--- src/rtl/alu_cmd_sequencer_pkg.sv ---
// Shared types and constants for the ALU command sequencer.
// Function codes mirror the bitwise ALU datapath encodings.
package alu_cmd_sequencer_pkg;

   localparam int DATA_W = 16;
   localparam int FUNC_W = 4;

   localparam logic [3:0] FUNC_AND  = 4'h0;
   localparam logic [3:0] FUNC_OR   = 4'h1;
   localparam logic [3:0] FUNC_XOR  = 4'h2;
   localparam logic [3:0] FUNC_NOT  = 4'h3;
   localparam logic [3:0] FUNC_NAND = 4'h4;
   localparam logic [3:0] FUNC_NOR  = 4'h5;
   localparam logic [3:0] FUNC_XNOR = 4'h6;

   typedef enum logic [1:0] {
      ST_IDLE  = 2'd0,
      ST_DRIVE = 2'd1,
      ST_RESP  = 2'd2
   } seq_state_t;

   // FIFO payload is {func, a, b}
   function automatic int payload_width(input int dw, input int fw);
      return 2 * dw + fw;
   endfunction

endpackage

--- src/rtl/alu_cmd_sequencer_cmd_fifo.sv ---
// Synchronous command FIFO with registered occupancy count.
// Head entry is presented combinationally on dout while not empty.
module alu_cmd_sequencer_cmd_fifo #(
   parameter int WIDTH = 36,
   parameter int DEPTH = 4,
   localparam int PW = $clog2(DEPTH)
) (
   input  logic             clk,
   input  logic             reset,
   input  logic             push,
   input  logic             pop,
   input  logic [WIDTH-1:0] din,
   output logic [WIDTH-1:0] dout,
   output logic             full,
   output logic             empty,
   output logic [PW:0]      count
);

   localparam logic [PW:0] FULL_CNT = (PW + 1)'(DEPTH);

   logic [WIDTH-1:0] mem [DEPTH];
   logic [PW-1:0]    wr_ptr;
   logic [PW-1:0]    rd_ptr;
   logic             do_push;
   logic             do_pop;

   assign full    = (count == FULL_CNT);
   assign empty   = (count == '0);
   assign do_push = push && !full;
   assign do_pop  = pop && !empty;
   assign dout    = mem[rd_ptr];

   // Pointers are log2(DEPTH) wide, so wrap is the natural overflow.
   always_ff @(posedge clk) begin
      if (reset) begin
         wr_ptr <= '0;
         rd_ptr <= '0;
         count  <= '0;
      end else begin
         if (do_push) wr_ptr <= wr_ptr + 1'b1;
         if (do_pop)  rd_ptr <= rd_ptr + 1'b1;
         case ({do_push, do_pop})
            2'b10:   count <= count + 1'b1;
            2'b01:   count <= count - 1'b1;
            default: count <= count;
         endcase
      end
   end

   always_ff @(posedge clk) begin
      if (do_push) mem[wr_ptr] <= din;
   end

endmodule

--- src/rtl/alu_cmd_sequencer.sv ---
// Issues queued bitwise commands to a combinational ALU one at a time,
// waits a fixed settle latency, and returns each result in order.
//
// state    | meaning
// ---------+-------------------------------------------------------
// ST_IDLE  | nothing in flight; pop head of FIFO when available
// ST_DRIVE | alu_* held; wait_cnt counts settle cycles, then capture
// ST_RESP  | rsp_valid high, rsp_* held until rsp_ready
module alu_cmd_sequencer
   import alu_cmd_sequencer_pkg::*;
#(
   parameter int DATA_WIDTH  = DATA_W,
   parameter int FUNC_WIDTH  = FUNC_W,
   parameter int DEPTH       = 4,
   parameter int ALU_LATENCY = 0
) (
   input  logic                  clk,
   input  logic                  reset,
   input  logic                  cmd_valid,
   output logic                  cmd_ready,
   input  logic [FUNC_WIDTH-1:0] cmd_func,
   input  logic [DATA_WIDTH-1:0] cmd_a,
   input  logic [DATA_WIDTH-1:0] cmd_b,
   output logic [DATA_WIDTH-1:0] alu_a,
   output logic [DATA_WIDTH-1:0] alu_b,
   output logic [FUNC_WIDTH-1:0] alu_func,
   input  logic [DATA_WIDTH-1:0] alu_c,
   output logic                  rsp_valid,
   input  logic                  rsp_ready,
   output logic [DATA_WIDTH-1:0] rsp_data,
   output logic [FUNC_WIDTH-1:0] rsp_func,
   output logic                  busy
);

   localparam int          PW  = $clog2(DEPTH);
   localparam int          PLW = payload_width(DATA_WIDTH, FUNC_WIDTH);
   localparam logic [2:0]  LAT = 3'(ALU_LATENCY);

   seq_state_t            state;
   logic [2:0]            wait_cnt;

   logic                  fifo_full;
   logic                  fifo_empty;
   logic                  fifo_pop;
   logic [PW:0]           fifo_count;
   logic [PLW-1:0]        fifo_din;
   logic [PLW-1:0]        fifo_dout;
   logic [FUNC_WIDTH-1:0] head_func;
   logic [DATA_WIDTH-1:0] head_a;
   logic [DATA_WIDTH-1:0] head_b;

   // cmd_ready comes from the registered count only: no pass-through when full.
   assign cmd_ready = !fifo_full;
   assign fifo_din  = {cmd_func, cmd_a, cmd_b};
   assign head_func = fifo_dout[PLW-1 -: FUNC_WIDTH];
   assign head_a    = fifo_dout[2*DATA_WIDTH-1 -: DATA_WIDTH];
   assign head_b    = fifo_dout[DATA_WIDTH-1:0];

   assign fifo_pop = !fifo_empty &&
                     ((state == ST_IDLE) || ((state == ST_RESP) && rsp_ready));
   assign busy     = (fifo_count != '0) || (state != ST_IDLE);

   alu_cmd_sequencer_cmd_fifo #(
      .WIDTH (PLW),
      .DEPTH (DEPTH)
   ) u_cmd_fifo (
      .clk   (clk),
      .reset (reset),
      .push  (cmd_valid && cmd_ready),
      .pop   (fifo_pop),
      .din   (fifo_din),
      .dout  (fifo_dout),
      .full  (fifo_full),
      .empty (fifo_empty),
      .count (fifo_count)
   );

   always_ff @(posedge clk) begin
      if (reset) begin
         state     <= ST_IDLE;
         wait_cnt  <= '0;
         alu_a     <= '0;
         alu_b     <= '0;
         alu_func  <= '0;
         rsp_valid <= 1'b0;
         rsp_data  <= '0;
         rsp_func  <= '0;
      end else begin
         case (state)
            ST_IDLE: begin
               if (fifo_pop) begin
                  alu_a    <= head_a;
                  alu_b    <= head_b;
                  alu_func <= head_func;
                  wait_cnt <= '0;
                  state    <= ST_DRIVE;
               end
            end
            ST_DRIVE: begin
               if (wait_cnt == LAT) begin
                  rsp_data  <= alu_c;
                  rsp_func  <= alu_func;
                  rsp_valid <= 1'b1;
                  state     <= ST_RESP;
               end else begin
                  wait_cnt <= wait_cnt + 3'd1;
               end
            end
            ST_RESP: begin
               if (rsp_ready) begin
                  rsp_valid <= 1'b0;
                  // Back-to-back issue skips IDLE to keep one result per LAT+2 cycles.
                  if (fifo_pop) begin
                     alu_a    <= head_a;
                     alu_b    <= head_b;
                     alu_func <= head_func;
                     wait_cnt <= '0;
                     state    <= ST_DRIVE;
                  end else begin
                     state <= ST_IDLE;
                  end
               end
            end
            default: state <= ST_IDLE;
         endcase
      end
   end

endmodule

--- config.mk ---
export PLATFORM = sky130hd
export DESIGN_NAME = alu_cmd_sequencer
export DESIGN_NICKNAME = d
export VERILOG_FILES = /design/src/rtl/alu_cmd_sequencer_pkg.sv /design/src/rtl/alu_cmd_sequencer_cmd_fifo.sv /design/src/rtl/alu_cmd_sequencer.sv
export SDC_FILE = /design/constraint.sdc
export NUM_CORES = 1
export LEC_CHECK = 0
export ABC_AREA = 1
export CAP_MARGIN = 10
export CELL_PAD_IN_SITES_DETAIL_PLACEMENT = 1
export CELL_PAD_IN_SITES_GLOBAL_PLACEMENT = 1
export CORE_MARGIN = 3
export CORE_UTILIZATION = 25
export CTS_BUF_LIST = sky130_fd_sc_hd__clkbuf_2
export CTS_CLUSTER_SIZE = 8
export DETAILED_ROUTE_END_ITERATION = 6
export PLACE_DENSITY_LB_ADDON = 0.1
export SETUP_SLACK_MARGIN = 0.3
export SLEW_MARGIN = 20
export SYNTH_ARGS = -nofsm -noshare
export SYNTH_HDL_FRONTEND = slang
export SYNTH_SLANG_ARGS = --single-unit
export TNS_END_PERCENT = 100
--- constraint.sdc ---
create_clock -name clk -period 3.6 [get_ports clk]
set_input_delay 0.36 -clock clk [delete_from_list [all_inputs] [get_ports clk]]
set_output_delay 0.36 -clock clk [all_outputs]
set_load 0.01 [all_outputs]
# Word level (Yosys, flattened, before mapping)
# Memory sizes are Yosys's and may differ from the RTL's. A register that Yosys moved wholly into a read port is not among the register bits.
# Index checks and enable logic that the tools add are counted.
[classes]
reduce_logical = 23
muxes = 26
eq_ne = 9
n_lt_le_gt_ge = 0
addsub = 5
n_shift = 0
bitwise_logic = 0
mul = 0
div = 0
[op_table]
columns = ["operator", "count"]
rows = [
  ["16-bit two-way mux", 4],
  ["16-bit one-hot mux with 2 select lines", 2],
  ["2-bit two-way mux", 5],
  ["3-bit two-way mux", 3],
  ["3-bit one-hot mux with 3 select lines", 1],
  ["3-bit AND reduction", 3],
  ["4-bit two-way mux", 2],
  ["4-bit one-hot mux with 2 select lines", 1],
  ["2-bit nonzero test", 4],
  ["3-bit by 1-bit adder with 3-bit output, second input constant", 2],
  ["3-bit logical NOT", 2],
  ["2-bit != test, second input constant", 3],
  ["2-bit one-hot mux with 3 select lines", 1],
  ["3-bit one-hot mux with 2 select lines", 1],
  ["3-bit nonzero test", 2],
  ["1-bit logical AND", 5],
  ["1-bit two-way mux", 5],
  ["2-bit by 1-bit adder with 2-bit output, second input constant", 2],
  ["2-bit by 1-bit equality test with 1-bit output, second input constant", 2],
  ["2-bit equality test, second input constant", 2],
  ["2-bit AND reduction", 2],
  ["3-bit equality test, second input constant", 1],
  ["3-bit by 1-bit subtractor with 3-bit output, second input constant", 1],
  ["1-bit logical NOT", 2],
  ["other kinds (4)", 5],
]
[word_totals]
ramBits = 144
latchBits = 0
register_bits = 69
romBits = 0
mem_count = 1
inputBits = 56
wordCells = 75
[mem_list]
columns = ["name", "depth", "word_bits", "rd", "rd_ports_with_merged_regs", "wr", "line", "source"]
rows = [
  ["u_cmd_fifo.mem", 4, 36, 1, 1, 1, "alu_cmd_sequencer_cmd_fifo.sv:21", "logic [WIDTH-1:0] mem [DEPTH];"],
]

# Longest topological paths before layout
[logic_depth]
word_depth = 7
ltp_mapped = 13
mapped_depth_nobuf = 12

# Modules after synthesis
# From an unflattened synthesis, not the netlist that was laid out.
[hier_totals]
cells_unflattened = 708
hier_area_um2 = 8245.4
[modules_own_cells]
columns = ["module", "area_each_um2", "seq_area_each_um2", "instances", "cells_each"]
rows = [
  ["alu_cmd_sequencer_cmd_fifo", 5864.4, 4504.3, 1, 418],
  ["alu_cmd_sequencer", 2381.0, 1241.2, 1, 290],
]

# Worst setup path before layout
# No wires, ideal clock.
[synth_timing]
kind = "register -> register"
startpoint = "register u_cmd_fifo.count[0]"
endpoint = "memory u_cmd_fifo.mem[0][0] (enable)"
slack_ns = 0.869
synth_period_minus_slack_ns = 2.731
path_stages_with_launch = 5
t_arrival_ns = 2.302
cell_sequence = "dfxtp_1 -> inv_1 -> nand3_1 -> nand2_1 -> nor2_1"
[synth_via]
elab_chain_len = 6
[synth_lines]
columns = ["item", "line", "source"]
rows = [
  ["start: declaration", "alu_cmd_sequencer_cmd_fifo.sv:16", "output logic [PW:0] count"],
  ["start signal: assignment", "alu_cmd_sequencer_cmd_fifo.sv:43", "2'b10: count <= count + 1'b1;"],
  ["start signal: assignment", "alu_cmd_sequencer_cmd_fifo.sv:44", "2'b01: count <= count - 1'b1;"],
  ["start signal: assignment", "alu_cmd_sequencer_cmd_fifo.sv:45", "default: count <= count;"],
  ["3-bit equality test (*)", "alu_cmd_sequencer_cmd_fifo.sv:27", "assign full = (count == FULL_CNT);"],
  ["1-bit logical NOT (*)", "alu_cmd_sequencer.sv:53", "assign cmd_ready = !fifo_full;"],
  ["named net cmd_ready", "alu_cmd_sequencer.sv:20", "output logic cmd_ready,"],
  ["1-bit logical AND", "alu_cmd_sequencer.sv:69", ".push (cmd_valid && cmd_ready),"],
  ["1-bit logical AND (*)", "alu_cmd_sequencer_cmd_fifo.sv:29", "assign do_push = push && !full;"],
  ["1-bit two-way mux (*)", "alu_cmd_sequencer_cmd_fifo.sv:51", "if (do_push) mem[wr_ptr] <= din;"],
  ["1-bit two-way mux (not written as such) (*)", "alu_cmd_sequencer_cmd_fifo.sv:51", ""],
  ["end: declaration", "alu_cmd_sequencer_cmd_fifo.sv:21", ""],
]
# Mark *: on every way through the listed nets, which the timed path passes. The rest lies on a longest branch.

# Worst setup path after layout
[layout_timing]
startpoint = "register u_cmd_fifo.count[0]"
endpoint = "output busy"
[layout_via]
elab_chain_len = 2
[layout_lines]
columns = ["item", "line", "source"]
rows = [
  ["3-bit nonzero test", "alu_cmd_sequencer.sv:61", "assign busy = (fifo_count != '0) || (state != ST_IDLE);"],
  ["1-bit logical OR", "alu_cmd_sequencer.sv:61", ""],
  ["end: declaration", "alu_cmd_sequencer.sv:32", "output logic busy"],
]
# No other way between the ends.

==> metrics.txt <==
run status=complete, no violations; cell taking the most area after synthesis=edfxtp_1; setup repair after global routing missed its margin=no; CP Capture Type=primary output; dominant cells by area after synthesis=edfxtp_1 51%, dfxtp_1 17%, nor2_1 8.3%; most frequent cell after synthesis=nor2_1; vias per cell=4.161; FFs w/ async S/R, synth=0%; largest net degree at the start of global routing=73; Synth Register Bits=215; Final nets=978; fmax=399.5 MHz; startpoint types=flip-flop; CTS tree=done; Iter 0 DRT Violations=285; deepest clock path buffer count=3; I/O Pins=115; post_cts resized=0; die height=189.9 µm; total gr overflow=0; H-tree depth=2; total wire length=22,360 µm; GRT Overall Usage=12.47%; DRC violations left=0; total number of vias=5,858; Avg Cell Area, Syn=11.14 µm²; Req. time, crit path=3240 ps; Tmin final=2503 ps; Post-Syn Instances=759; Sink Count=215; fillcell total=3,677; Setup violations, final=0; most instantiated cells after synthesis=187 x nor2_1, 144 x edfxtp_1, 71 x dfxtp_1; fin crit share=69.53%; # Max-Cap Violations=0; floorplan core area=32,950 µm²; Syn. warnings=0; vias in the first global route=6,376; Unique masters post-synth=28; Slew HR=40.53%; average wire per standard cell=15.88 µm; final setup TNS=0 ps; Fin Clk Skew=45.20 ps; initial antenna violation count=1; crit-path max cell delay=490 ps; Die Span X=189.9 µm; CTS clk-pin slew, worst paths=100 ps; top-area cell type share of the netlist area=51.13%; TritonRoute pass-1 iters=4; fraction of layout instances using a drive strength above 1=13.59%; post-layout util=32.02%; TritonCTS buffer count=60; number of flops mapped to enable cells by yosys=144; Fin Hold WS=133.3 ps; CP Buf/Inv Count=2; Post-DP HPWL=12,860 µm; CP Class=flip-flop to primary output; Port Buffer Count=114; DIE AREA=36,070 µm²; VDD IR max=0.0003577 V; Starting Density=25.67%; HP Class=input pin to flip-flop; Max FO, Critical Path=4; Worst Max-Slew Pin Slew=892.1 ps; leak pwr=0.003868 µW; fin. max-slew vios=0; Crit-path slowest cell=clkdlybuf4s50_1; CTS Root Cell=clkbuf_2; Cell Pwr Density=773.2 nW/µm²; Hold Fails Final Rpt=0; critical-path cell list=inv_1 -> nand3_2 -> or2_2 -> clkdlybuf4s50_1; post-synthesis instance area=8457 µm²; remaining antenna violation count=0; Area Overhead vs Synth=24.74%; Critical Path AT=2140 ps; global-route wire length before repair=35,500 µm; GPL Wtd Cong=0.6825; Clock Latency Late Sink=830 ps; top_reg_cell synth=edfxtp_1; sequential cell area fraction in the yosys report=67.94%; syn_nets=823; number of setup buffers added after CTS=0; Top Family by Delay on Critical Path=buffers and inverters; Row Count=66
[cells by family (layout without fill, tap and decap cells)]
| group | count (synthesis) | in the layout | synth area share (%) |
|---|---|---|---|
| buffers and inverters | 98 | 303 | 6.894 |
| adder cells (fa/ha/maj) | 8 | 8 | 1.272 |
| AO/OA/AOI/OAI | 151 | 151 | 8.936 |
| XOR/XNOR | 2 | 2 | 0.2072 |
| AND/OR/NAND/NOR | 285 | 285 | 14.75 |
| flip-flops | 215 | 215 | 67.94 |
| other | 0 | 2 | 0 |
[layout make-up]
| cell class | count | area (µm²) | area share, % |
|---|---|---|---|
| Clock inverter | 14 | 55.05 | 0.5219 |
| Sequential cell | 215 | 5751 | 54.51 |
| Tap cell | 442 | 553.0 | 5.243 |
| Inverter | 58 | 232.7 | 2.206 |
| Antenna cell | 2 | 5.005 | 0.04744 |
| Timing Repair Buffer | 133 | 1304 | 12.36 |
| Multi-Input combinational cell | 446 | 2158 | 20.46 |
| Clock buffer | 98 | 490.5 | 4.649 |
[tightest hold or removal path, stage by stage]
cell and delay [ps]:
clkdlybuf4s50_1 400, nor2_1 110, nor2_1 50
[path summary, 6_finish.rpt]
kind | start | cells past startpoint | slack, ps | endpoint
hold / removal | alu_c[9] | 3 | 130 | rsp_data[9]
setup reg to reg | u_cmd_fifo.count[0] | 10 | 1430 | u_cmd_fifo.count[2]
hold reg to reg | alu_func[3] | 2 | 460 | rsp_func[3]
setup / recovery | u_cmd_fifo.count[0] | 4 | 1100 | busy
[layer usage]
metal	wire [µm]	global-route usage, %	part of all wire [%]
met3	1042	3.059	4.7
met1	10480	16.17	47
met4	417	4.521	1.9
met2	10420	20.29	47
met5	0	0	0
[placed cells by master, fill, tap and decap left out, types with 4 or more instances in the layout]
master	count
nand3_1	40
o21ai_0	69
o21ai_1	29
clkinv_1	12
nand2_2	4
nor2_1	183
ha_1	7
dfxtp_1	69
a21oi_1	53
and2_1	36
edfxtp_1	144
clkdlybuf4s50_1	113
nand2_1	13
buf_4	9
clkbuf_2	98
nor2_4	5
dlygate4sd3_1	10
inv_1	51
[report_power, final]
part	switching [µW]	internal, µW	total [µW]
sequential	336	3140	3480
combinational	1710	1240	2950
clock	1020	712	1730
total	3060	5100	8160
[stage by stage]
step | cell area (µm²) | power (µW) | worst slack [ps] | cells
floorplan | 8457 | 5441 | 868.6 | 759
CTS | 10540 | 8397 | 928.8 | 1406
global route | 10550 | 8911 | 857.3 | 1407
finish | 10550 | 8157 | 1097 | 1408
detailed placement | 9898 | 6582 | 1191 | 1284
global placement | 9898 | 6561 | 1211 | 1284
[flip-flops by register name, indices dropped and copies added (netlist names), named ones only]
name,cells
alu_b,16
u_cmd_fifo.rd_ptr,2
rsp_valid,1
wait_cnt,3
state,2
u_cmd_fifo.wr_ptr,2
rsp_func,4
alu_func,4
alu_a,16
rsp_data,16
u_cmd_fifo.count,3
u_cmd_fifo.mem,144
[timing repair]
action                                  4_1_cts  5_1_grt
endpoints found under the setup margin        0        0
hold buffers                                 10        0
endpoints found under the hold margin        12        0
Power figures use the tool's default switching activity.
